### src/rtl/tx_pkg.sv
// Shared state encoding, idle line level and frame-size helper for the serial frame transmitter.
package tx_pkg;

    typedef enum logic [2:0] {
        IDLE,
        START,
        DATA,
        PARITY,
        STOP
    } tx_state_t;

    localparam logic IDLE_LEVEL = 1'b1;

    // Bits on the wire per frame: start + data + optional parity + stop.
    function automatic int frame_bits(input int width, input bit parity);
        return width + 2 + (parity ? 1 : 0);
    endfunction

endpackage

### src/rtl/bit_timer.sv
// Bit-period timer: counts 0..BIT_CYCLES-1 while run is high and flags the last cycle of each period.
module bit_timer #(
    parameter int BIT_CYCLES = 4
) (
    input  logic clk,
    input  logic clr_n,
    input  logic run,
    output logic tick
);

    localparam int CW = (BIT_CYCLES > 1) ? $clog2(BIT_CYCLES) : 1;
    localparam logic [CW-1:0] LAST = CW'(BIT_CYCLES - 1);

    logic [CW-1:0] count;

    always_ff @(posedge clk) begin
        if (!clr_n || !run || count == LAST) begin
            count <= '0;
        end else begin
            count <= count + CW'(1);
        end
    end

    assign tick = run && (count == LAST);

endmodule

### src/rtl/piso_serial_tx.sv
// Parallel-in/serial-out frame transmitter (start, data, optional parity, stop) with a true/complement line pair.
// Optional even-parity bit is enabled by defining TX_PARITY_EN.
module piso_serial_tx
    import tx_pkg::*;
#(
    parameter int WIDTH      = 8,
    parameter int BIT_CYCLES = 4,
    parameter int LSB_FIRST  = 1
) (
    input  logic             clk,
    input  logic             clr_n,
    input  logic             load,
    input  logic [WIDTH-1:0] din,
    output logic             busy,
    output logic             done,
    output logic             ser_out,
    output logic             ser_out_b
);

    localparam int IW = (WIDTH > 1) ? $clog2(WIDTH) : 1;
    localparam logic [IW-1:0] LAST_IDX = IW'(WIDTH - 1);

    tx_state_t        state;
    logic [WIDTH-1:0] sreg;
    logic [WIDTH-1:0] sreg_shift;
    logic [IW-1:0]    bit_idx;
    logic             tick;
`ifdef TX_PARITY_EN
    logic             parity_bit;
`endif

    bit_timer #(.BIT_CYCLES(BIT_CYCLES)) u_bit_timer (
        .clk   (clk),
        .clr_n (clr_n),
        .run   (state != IDLE),
        .tick  (tick)
    );

    // The bit on the wire is always the leading end of the shift register.
    function automatic logic lead_bit(input logic [WIDTH-1:0] v);
        return (LSB_FIRST != 0) ? v[0] : v[WIDTH-1];
    endfunction

    always_comb begin
        sreg_shift = (LSB_FIRST != 0) ? (sreg >> 1) : (sreg << 1);
    end

    always_ff @(posedge clk) begin
        if (!clr_n) begin
            state     <= IDLE;
            sreg      <= '0;
            bit_idx   <= '0;
            busy      <= 1'b0;
            done      <= 1'b0;
            ser_out   <= IDLE_LEVEL;
            ser_out_b <= ~IDLE_LEVEL;
`ifdef TX_PARITY_EN
            parity_bit <= 1'b0;
`endif
        end else begin
            done <= 1'b0;
            case (state)
                IDLE: begin
                    if (load) begin
                        state     <= START;
                        sreg      <= din;
                        bit_idx   <= '0;
                        busy      <= 1'b1;
                        ser_out   <= 1'b0;
                        ser_out_b <= 1'b1;
`ifdef TX_PARITY_EN
                        parity_bit <= ^din;
`endif
                    end
                end
                START: begin
                    if (tick) begin
                        state     <= DATA;
                        ser_out   <= lead_bit(sreg);
                        ser_out_b <= ~lead_bit(sreg);
                    end
                end
                DATA: begin
                    if (tick) begin
                        if (bit_idx == LAST_IDX) begin
`ifdef TX_PARITY_EN
                            state     <= PARITY;
                            ser_out   <= parity_bit;
                            ser_out_b <= ~parity_bit;
`else
                            state     <= STOP;
                            ser_out   <= IDLE_LEVEL;
                            ser_out_b <= ~IDLE_LEVEL;
`endif
                        end else begin
                            bit_idx   <= bit_idx + IW'(1);
                            sreg      <= sreg_shift;
                            ser_out   <= lead_bit(sreg_shift);
                            ser_out_b <= ~lead_bit(sreg_shift);
                        end
                    end
                end
`ifdef TX_PARITY_EN
                PARITY: begin
                    if (tick) begin
                        state     <= STOP;
                        ser_out   <= IDLE_LEVEL;
                        ser_out_b <= ~IDLE_LEVEL;
                    end
                end
`endif
                STOP: begin
                    if (tick) begin
                        state <= IDLE;
                        busy  <= 1'b0;
                        done  <= 1'b1;
                    end
                end
                default: begin
                    state     <= IDLE;
                    busy      <= 1'b0;
                    ser_out   <= IDLE_LEVEL;
                    ser_out_b <= ~IDLE_LEVEL;
                end
            endcase
        end
    end

endmodule

### config.mk
export PLATFORM = sky130hd
export DESIGN_NAME = piso_serial_tx
export DESIGN_NICKNAME = d
export VERILOG_FILES = /design/src/rtl/tx_pkg.sv /design/src/rtl/bit_timer.sv /design/src/rtl/piso_serial_tx.sv
export SDC_FILE = /design/constraint.sdc
export NUM_CORES = 1
export LEC_CHECK = 0
export CAP_MARGIN = 15
export CORE_ASPECT_RATIO = 1.25
export CORE_MARGIN = 2
export CORE_UTILIZATION = 40
export CTS_CLUSTER_SIZE = 14
export DETAILED_ROUTE_END_ITERATION = 8
export MAX_ROUTING_LAYER = met4
export SLEW_MARGIN = 10
export SYNTH_ARGS = -nofsm -noshare
export SYNTH_HDL_FRONTEND = slang
export SYNTH_SLANG_ARGS = --single-unit
### constraint.sdc
create_clock -name clk -period 1.95 [get_ports clk]
set_clock_uncertainty 0.1 [all_clocks]
set_input_delay 0.4875 -clock clk [delete_from_list [all_inputs] [get_ports clk]]
set_output_delay 0.4875 -clock clk [all_outputs]
set_load 0.005 [all_outputs]
==> results of run 1 <==
[power by group]
part / switching, mW / internal (mW) / total (mW)
clock network: 0.132 / 0.114 / 0.245
logic: 0.0508 / 0.0753 / 0.126
registers: 0.0159 / 0.431 / 0.447
[worst reg2reg max path: stages (launching register included)]
cell and delay, ns:
dfxtp_1 0.34, ha_1 0.20, ha_1 0.23, and3b_4 0.37
o21ba_4 0.25, mux2i_1 0.22
[kinds of logic (layout without fill, tap and decap cells)]
kind of cell / Yosys count / in the layout / share of synthesized area [%]
XOR/XNOR: 1 / 1 / 0.801
multiplexers: 13 / 13 / 12.0
flip-flops: 20 / 20 / 36.6
AO/OA/AOI/OAI: 32 / 32 / 22.0
AND/OR/NAND/NOR: 32 / 32 / 17.6
buffers and inverters: 14 / 25 / 7.55
adder cells (fa/ha/maj): 3 / 3 / 3.43
[synth_stat cells (all sizes together)]
cell	count	share of area, %
a2111oi	1	0.80
a211oi	1	0.69
a21oi	10	4.6
a221oi	1	0.80
a31oi	1	0.57
and3b	1	1.1
buf	7	5.1
clkbuf	6	2.1
dfxtp	20	37
ha	3	3.4
inv	1	0.34
mux2	1	1.0
mux2i	12	11
nand2	6	2.1
nand2b	4	2.3
nand3	4	1.8
nand3b	3	2.1
nand4b	1	0.80
nor2	3	1.0
nor2b	2	1.1
nor3	1	0.46
nor3b	1	0.69
nor4	1	0.57
nor4b	1	0.80
o21ai	1	0.46
o21ba	1	1.5
o21bai	8	5.5
o311ai	7	5.6
o32ai	1	1.5
or2	2	1.1
or3b	2	1.6
xnor2	1	0.80
[flip-flops by register name (all words and copies together), names as in the netlist]
register	cells
ser_out_b	1
bit_idx	3
ser_out	1
done	1
busy	1
sreg	8
u_bit_timer.count	2
state	3
[final timing paths]
path,endpoint,slack (ns),startpoint,depth (start not counted)
worst max register to register,bit_idx[1]$_SDFFE_PN0P_,0.18,bit_idx[0]$_SDFFE_PN0P_,5
worst min-delay path,u_bit_timer.count[0]$_SDFF_PP0_,0.34,u_bit_timer.count[0]$_SDFF_PP0_,1
worst max-delay path,bit_idx[1]$_SDFFE_PN0P_,0.18,bit_idx[0]$_SDFFE_PN0P_,5
worst min register to register,u_bit_timer.count[0]$_SDFF_PP0_,0.34,u_bit_timer.count[0]$_SDFF_PP0_,1
[routing by layer]
metal  vias up  wire length, um
met5         -                0
met4         0               17
met3         2               63
met2         9             1050
met1       414              994
li1        445                -
[per-stage QoR]
step | worst slack (ns) | hold slack (ns) | TNS, ns | util [%]
2_1_floorplan | 0.286 | 0.308 | 0 | -
3_3_place_gp | -0.0376 | 0.313 | -0.0754 | 47.3
3_5_place_dp | -0.0338 | 0.328 | -0.101 | 47.3
4_1_cts | 0.165 | 0.345 | 0 | 48.7
5_1_grt | 0.102 | 0.365 | 0 | 48.7
6_report | 0.182 | 0.337 | 0 | 48.7
[cell type report]
| type | instances | area share, % |
|---|---|---|
| repair buffers | 20 | 15.3 |
| inverters | 1 | 0.291 |
| clock buffers | 4 | 2.81 |
| flip-flops and latches | 20 | 31.0 |
| multi-input cells | 81 | 47.3 |
| well taps | 34 | 3.29 |
==> results.md, run 1 <==
- Clock slew at reported path FFs: 0.12 ns
- CTS tree: built
- Placed cells: 156
- Final Setup Violations: 0
- Mapped Cells: 115
- Top delay family on crit path: adder cells
- Gr ovfl total: 0
- Cell area after synthesis: between 1000 and 1500 um2
- Post-placement cell area: about 1300 um2
- Worst Path Arrival: 1.90 ns
- Num rows: 21
- # hold bufs at CTS: 0
- Routed via count: 870
- Crit. End Element: register
- GPL Wtd Cong: 0.729
- WP buf/inv: 0
- Initial core utilization: 41.2%
- Initial antenna violation count: 0
- Share of layout cells above drive strength 1: between 10% and 20%
- Distinct cells, synth: 35
- IO Count: 15
- I/O Buffers: 14
- Met2 global-route usage: around a quarter
- Status: completed
- Clock Path Buffers: 2
- Die area: 3170 um2
- Critical path fanouts, max: 11
- Total Power: 0.819 mW
- Hold crit path type: register to register
- Worst Path Required: between 2 and 2.5 ns
- Post-CTS setup buffers: 0
- Post-Route WL: 2.12 mm
- Largest net degree at the start of global routing: 20
- DIE WIDTH: 50.8 um
- Antenna diodes: 0
- Antenna-violating nets left: 0
- Final min period: 1.77 ns
- Max-slew headroom: 59.3%
- Fmax: about 0.57 GHz
- VDD IR-drop max: 0.000301 V
- Fin. max-slew vios: 0
- Met3 GRT Util: 2.15%
- Syn nets: 129
- Leakage Power: 0.468 nW
- Met1 global-route usage: 18.1%
- Commonest cells after routing, fill and taps aside: dfxtp_1 (20), clkdlybuf4s50_1 (14), mux2i_1 (12)
- Vias in the first global route: 830
- DRC: 0
- CTS Buf Count: 3
- Die Height: 62.5 um
- Multi-input gate area: 611 um2
- Overall global routing resource usage: 15.1%
- 1st-pass router iterations: 4
- Wire length per cell: roughly 13 um
- Sink Count: 20
- Unrepaired setup endpoints after global routing: no
- Final cell count without fillers: 160
- Dpl hpwl: between 1 and 1.5 mm
- H-tree levels: 1
- Final instance area: ~1300 um2
- Fin crit share: about 91%
- Global-route wire length before repair: 3.65 mm
- Most used cell, CP: ha_1
- PwrDens: between 600 and 700 nW/um2
- Critical-path cell list: ha_1 -> ha_1 -> and3b_4 -> o21ba_4 -> mux2i_1
- Final layout net count: roughly 140
- Top Usage Layer GRT: met2
- Class of the most critical setup path: register to register
- CP startpoint kind: register
- Initial drt markers: 18
- Sequential area share after synthesis: 36.6%
- Drt via density: 5.44
- Yosys reg bits: 20
- Commonest non-fill, non-tap cell in the layout: dfxtp_1
- Slew @ Worst Pin: 0.610 ns
- # fillers: 259
- Root Driver: clkbuf_4
- Synth Warn #: 0
- Final hold vios: 0
- Post_cts resized: 0
- Avg Cell Area, Syn: about 9.5 um2
- Register area: 400 um2
- Slowest CP cell: and3b_4
- Max Cap Violations: 0
- Max stage delay on crit path: 0.37 ns
- Core box area: 2650 um2
- Clock latency on the worst-skew pair: 0.30 ns
- Layout area overhead: 18.1%
Power figures use the tool's default switching activity.
==> inputs of run 2 (changes only) <==
--- a/config.mk
+++ b/config.mk
@@ -5,10 +5,10 @@
 export SDC_FILE = /design/constraint.sdc
 export NUM_CORES = 1
 export LEC_CHECK = 0
-export CAP_MARGIN = 15
+export CAP_MARGIN = 40
 export CORE_ASPECT_RATIO = 1.25
 export CORE_MARGIN = 2
-export CORE_UTILIZATION = 40
+export CORE_UTILIZATION = 34
 export CTS_CLUSTER_SIZE = 14
 export DETAILED_ROUTE_END_ITERATION = 8
 export MAX_ROUTING_LAYER = met4
==> results.md, run 2 (synthesis gave the netlist of run 1 again) <==
- Post-layout util: 41.5% (-7.1 points)
- Sink Count: 20 (unchanged)
- Clock latency on the worst-skew pair: 0.25 ns (-0.05 ns)
- Clock network power share: 31.5% (+1.5 points)
- H-tree levels: 1 (unchanged)
- Top Usage Layer GRT: met2
- Antenna-violating nets left: 0 (unchanged)
- Fin. max-slew vios: 0 (unchanged)
- CP startpoint kind: register
- P_sw: 0.194 mW (-2.2%)
- Max stage delay on crit path: 0.37 ns (about the same)
- Commonest non-fill, non-tap cell in the layout: dfxtp_1
- Overall global routing resource usage: 14.4% (-0.63 points)
- Final Setup Violations: 0 (unchanged)
- Final layout net count: 143 (+1.4%)
- Combinational Power Share: 15.0% (-0.4 points)
- Post_cts resized: 0 (unchanged)
- Vias in the first global route: 855 (+3.0%)
- Total Power: 0.838 mW (+2.3%)
- Placed cells: 161 (+3.2%)
- Leakage Power: 0.474 nW (+1.2%)
- Largest register by flop count: sreg
- Max FFs per register: 8 (unchanged)
- Die area: 3690 um2 (+16%)
- Critical path fanouts, max: 11 (unchanged)
- Met1 global-route usage: 18.1% (-0.032 points)
- Final cell count without fillers: 164 (+2.5%)
- Top delay family on crit path: adder cells
- Critical-path cell list: ha_1 -> ha_1 -> and3b_4 -> o21ba_4 -> mux2i_1
- Internal: 0.644 mW (+3.8%)
- Hold crit path type: register to register
- Worst Path Arrival: 1.83 ns (-0.07 ns)
- CTS Buf Count: 3 (unchanged)
- Commonest cells after routing, fill and taps aside: dfxtp_1 (20), clkdlybuf4s50_1 (14), mux2i_1 (12)
- Initial antenna violation count: 0 (unchanged)
- Class of the most critical setup path: register to register
- Met3 GRT Util: 1.99% (-0.16 points)
- Fin crit share: 89.4% (-1.2 points)
- GPL Wtd Cong: 0.714 (-2.0%)
- Largest registers: sreg: 8 flops, bit_idx: 3 flops, state: 3 flops
- Seq pwr share: 53.4% (-1.2 points)
- Routed via count: 868 (-0.23%)
- Setup_tns: 0 ns (unchanged)
- Share of layout cells above drive strength 1: 11.8% (+0.70 points)
- Max-slew headroom: 57.1% (-2.2 points)
- Final instance area: 1300 um2 (+0.87%)
- Worst Path Required: 2.04 ns (-0.04 ns)
- Post-CTS setup buffers: 0 (unchanged)
- Unrepaired setup endpoints after global routing: no
- Wire length per cell: 13.3 um (about the same)
- Most used cell, CP: ha_1
- Clock slew at reported path FFs: 0.07 ns (-0.05 ns)
- Post-placement cell area: 1260 um2 (+0.50%)
- Max Cap Violations: 0 (unchanged)
- Status: completed
- PwrDens: 643 nW/um2 (+1.5%)
- Slew @ Worst Pin: 0.643 ns (+0.0327 ns)
- Dpl hpwl: 1.57 mm (+4.9%)
- Num rows: 23 (+9.5%)
- Largest net degree at the start of global routing: 20 (unchanged)
- Sw Share: 23.2% (-1.1 points)
- IO Count: 15 (unchanged)
- Post-Route WL: 2.18 mm (+2.4%)
- CTS tree: built
- Layout area overhead: 19.1%
- # hold bufs at CTS: 0 (unchanged)
- Met2 global-route usage: 21.7% (-3.8 points)
- I/O Buffers: 14 (unchanged)
- Crit. End Element: register
- Clock Path Buffers: 2 (unchanged)
- Root Driver: clkbuf_8
- WP buf/inv: 0 (unchanged)
- DIE WIDTH: 54.7 um (+7.8%)
- Initial core utilization: 34.9% (-6.3 points)
- Initial drt markers: 46 (+28)
- Slowest CP cell: and3b_4
- Drt via density: 5.29 (-2.7%)
- VDD IR-drop max: 0.000380 V (+26%)
- Final hold vios: 0 (unchanged)
- 1st-pass router iterations: 4 (unchanged)
- Core box area: 3140 um2 (+18%)
- Antenna diodes: 0 (unchanged)
- Gr ovfl total: 0 (unchanged)
- DRC: 0 (unchanged)
- Fmax: 0.573 GHz (+1.4%)
- Final min period: 1.74 ns (-0.0243 ns)
- Die Height: 67.4 um (+7.9%)
- # fillers: 317 (+22%)
- Global-route wire length before repair: 3.80 mm (+4.1%)
[run 2: cell types whose count changed in the layout (fill, tap and decap cells not counted), sizes merged]
cell,change
buf,+2
clkbuf,-1
[run 2: path summary, 6_finish.rpt]
| check | from | end | slack [ns] | depth (start not counted) |
|---|---|---|---|---|
| worst max-delay path | bit_idx[0]$_SDFFE_PN0P_ | bit_idx[0]$_SDFFE_PN0P_ | 0.21 | 5 |
| worst min-delay path | u_bit_timer.count[0]$_SDFF_PP0_ | u_bit_timer.count[0]$_SDFF_PP0_ | 0.33 | 1 |
| worst max register to register | bit_idx[0]$_SDFFE_PN0P_ | bit_idx[0]$_SDFFE_PN0P_ | 0.21 | 5 |
| worst min register to register | u_bit_timer.count[0]$_SDFF_PP0_ | u_bit_timer.count[0]$_SDFF_PP0_ | 0.33 | 1 |
[run 2: per-layer routing]
metal,vias to the layer above,wire length [um]
met4,0,23
met5,-,0
met3,2,36
met2,10,1120
li1,446,-
met1,410,998
[run 2: final cells by class]
class | count | area [um2] | share of cell area [%]
inverter | 1 | 3.75 | 0.288
tap | 37 | 46.3 | 3.55
clock buffer | 3 | 41.3 | 3.17
sequential | 20 | 400 | 30.7
timing repair buffer | 22 | 200 | 15.4
multi-input combinational | 81 | 611 | 46.9
[run 2: power by group through the flow]
| stage | logic, mW | clock network [mW] | registers, mW |
|---|---|---|---|
| after floorplan | 0.0808 | 0 | 0.451 |
| after global placement | 0.125 | 0 | 0.456 |
| after detailed placement | 0.127 | 0 | 0.457 |
| after CTS | 0.128 | 0.278 | 0.448 |
| after global routing | 0.140 | 0.292 | 0.451 |
| final | 0.126 | 0.264 | 0.448 |
[run 2: stage by stage]
| stage | setup slack (ns) | hold slack [ns] |
|---|---|---|
| finish | 0.206 | 0.335 |
| CTS | 0.196 | 0.338 |
| global placement | 0.0000731 | 0.317 |
| floorplan | 0.286 | 0.308 |
| global route | 0.0747 | 0.366 |
| detailed placement | -0.00255 | 0.328 |
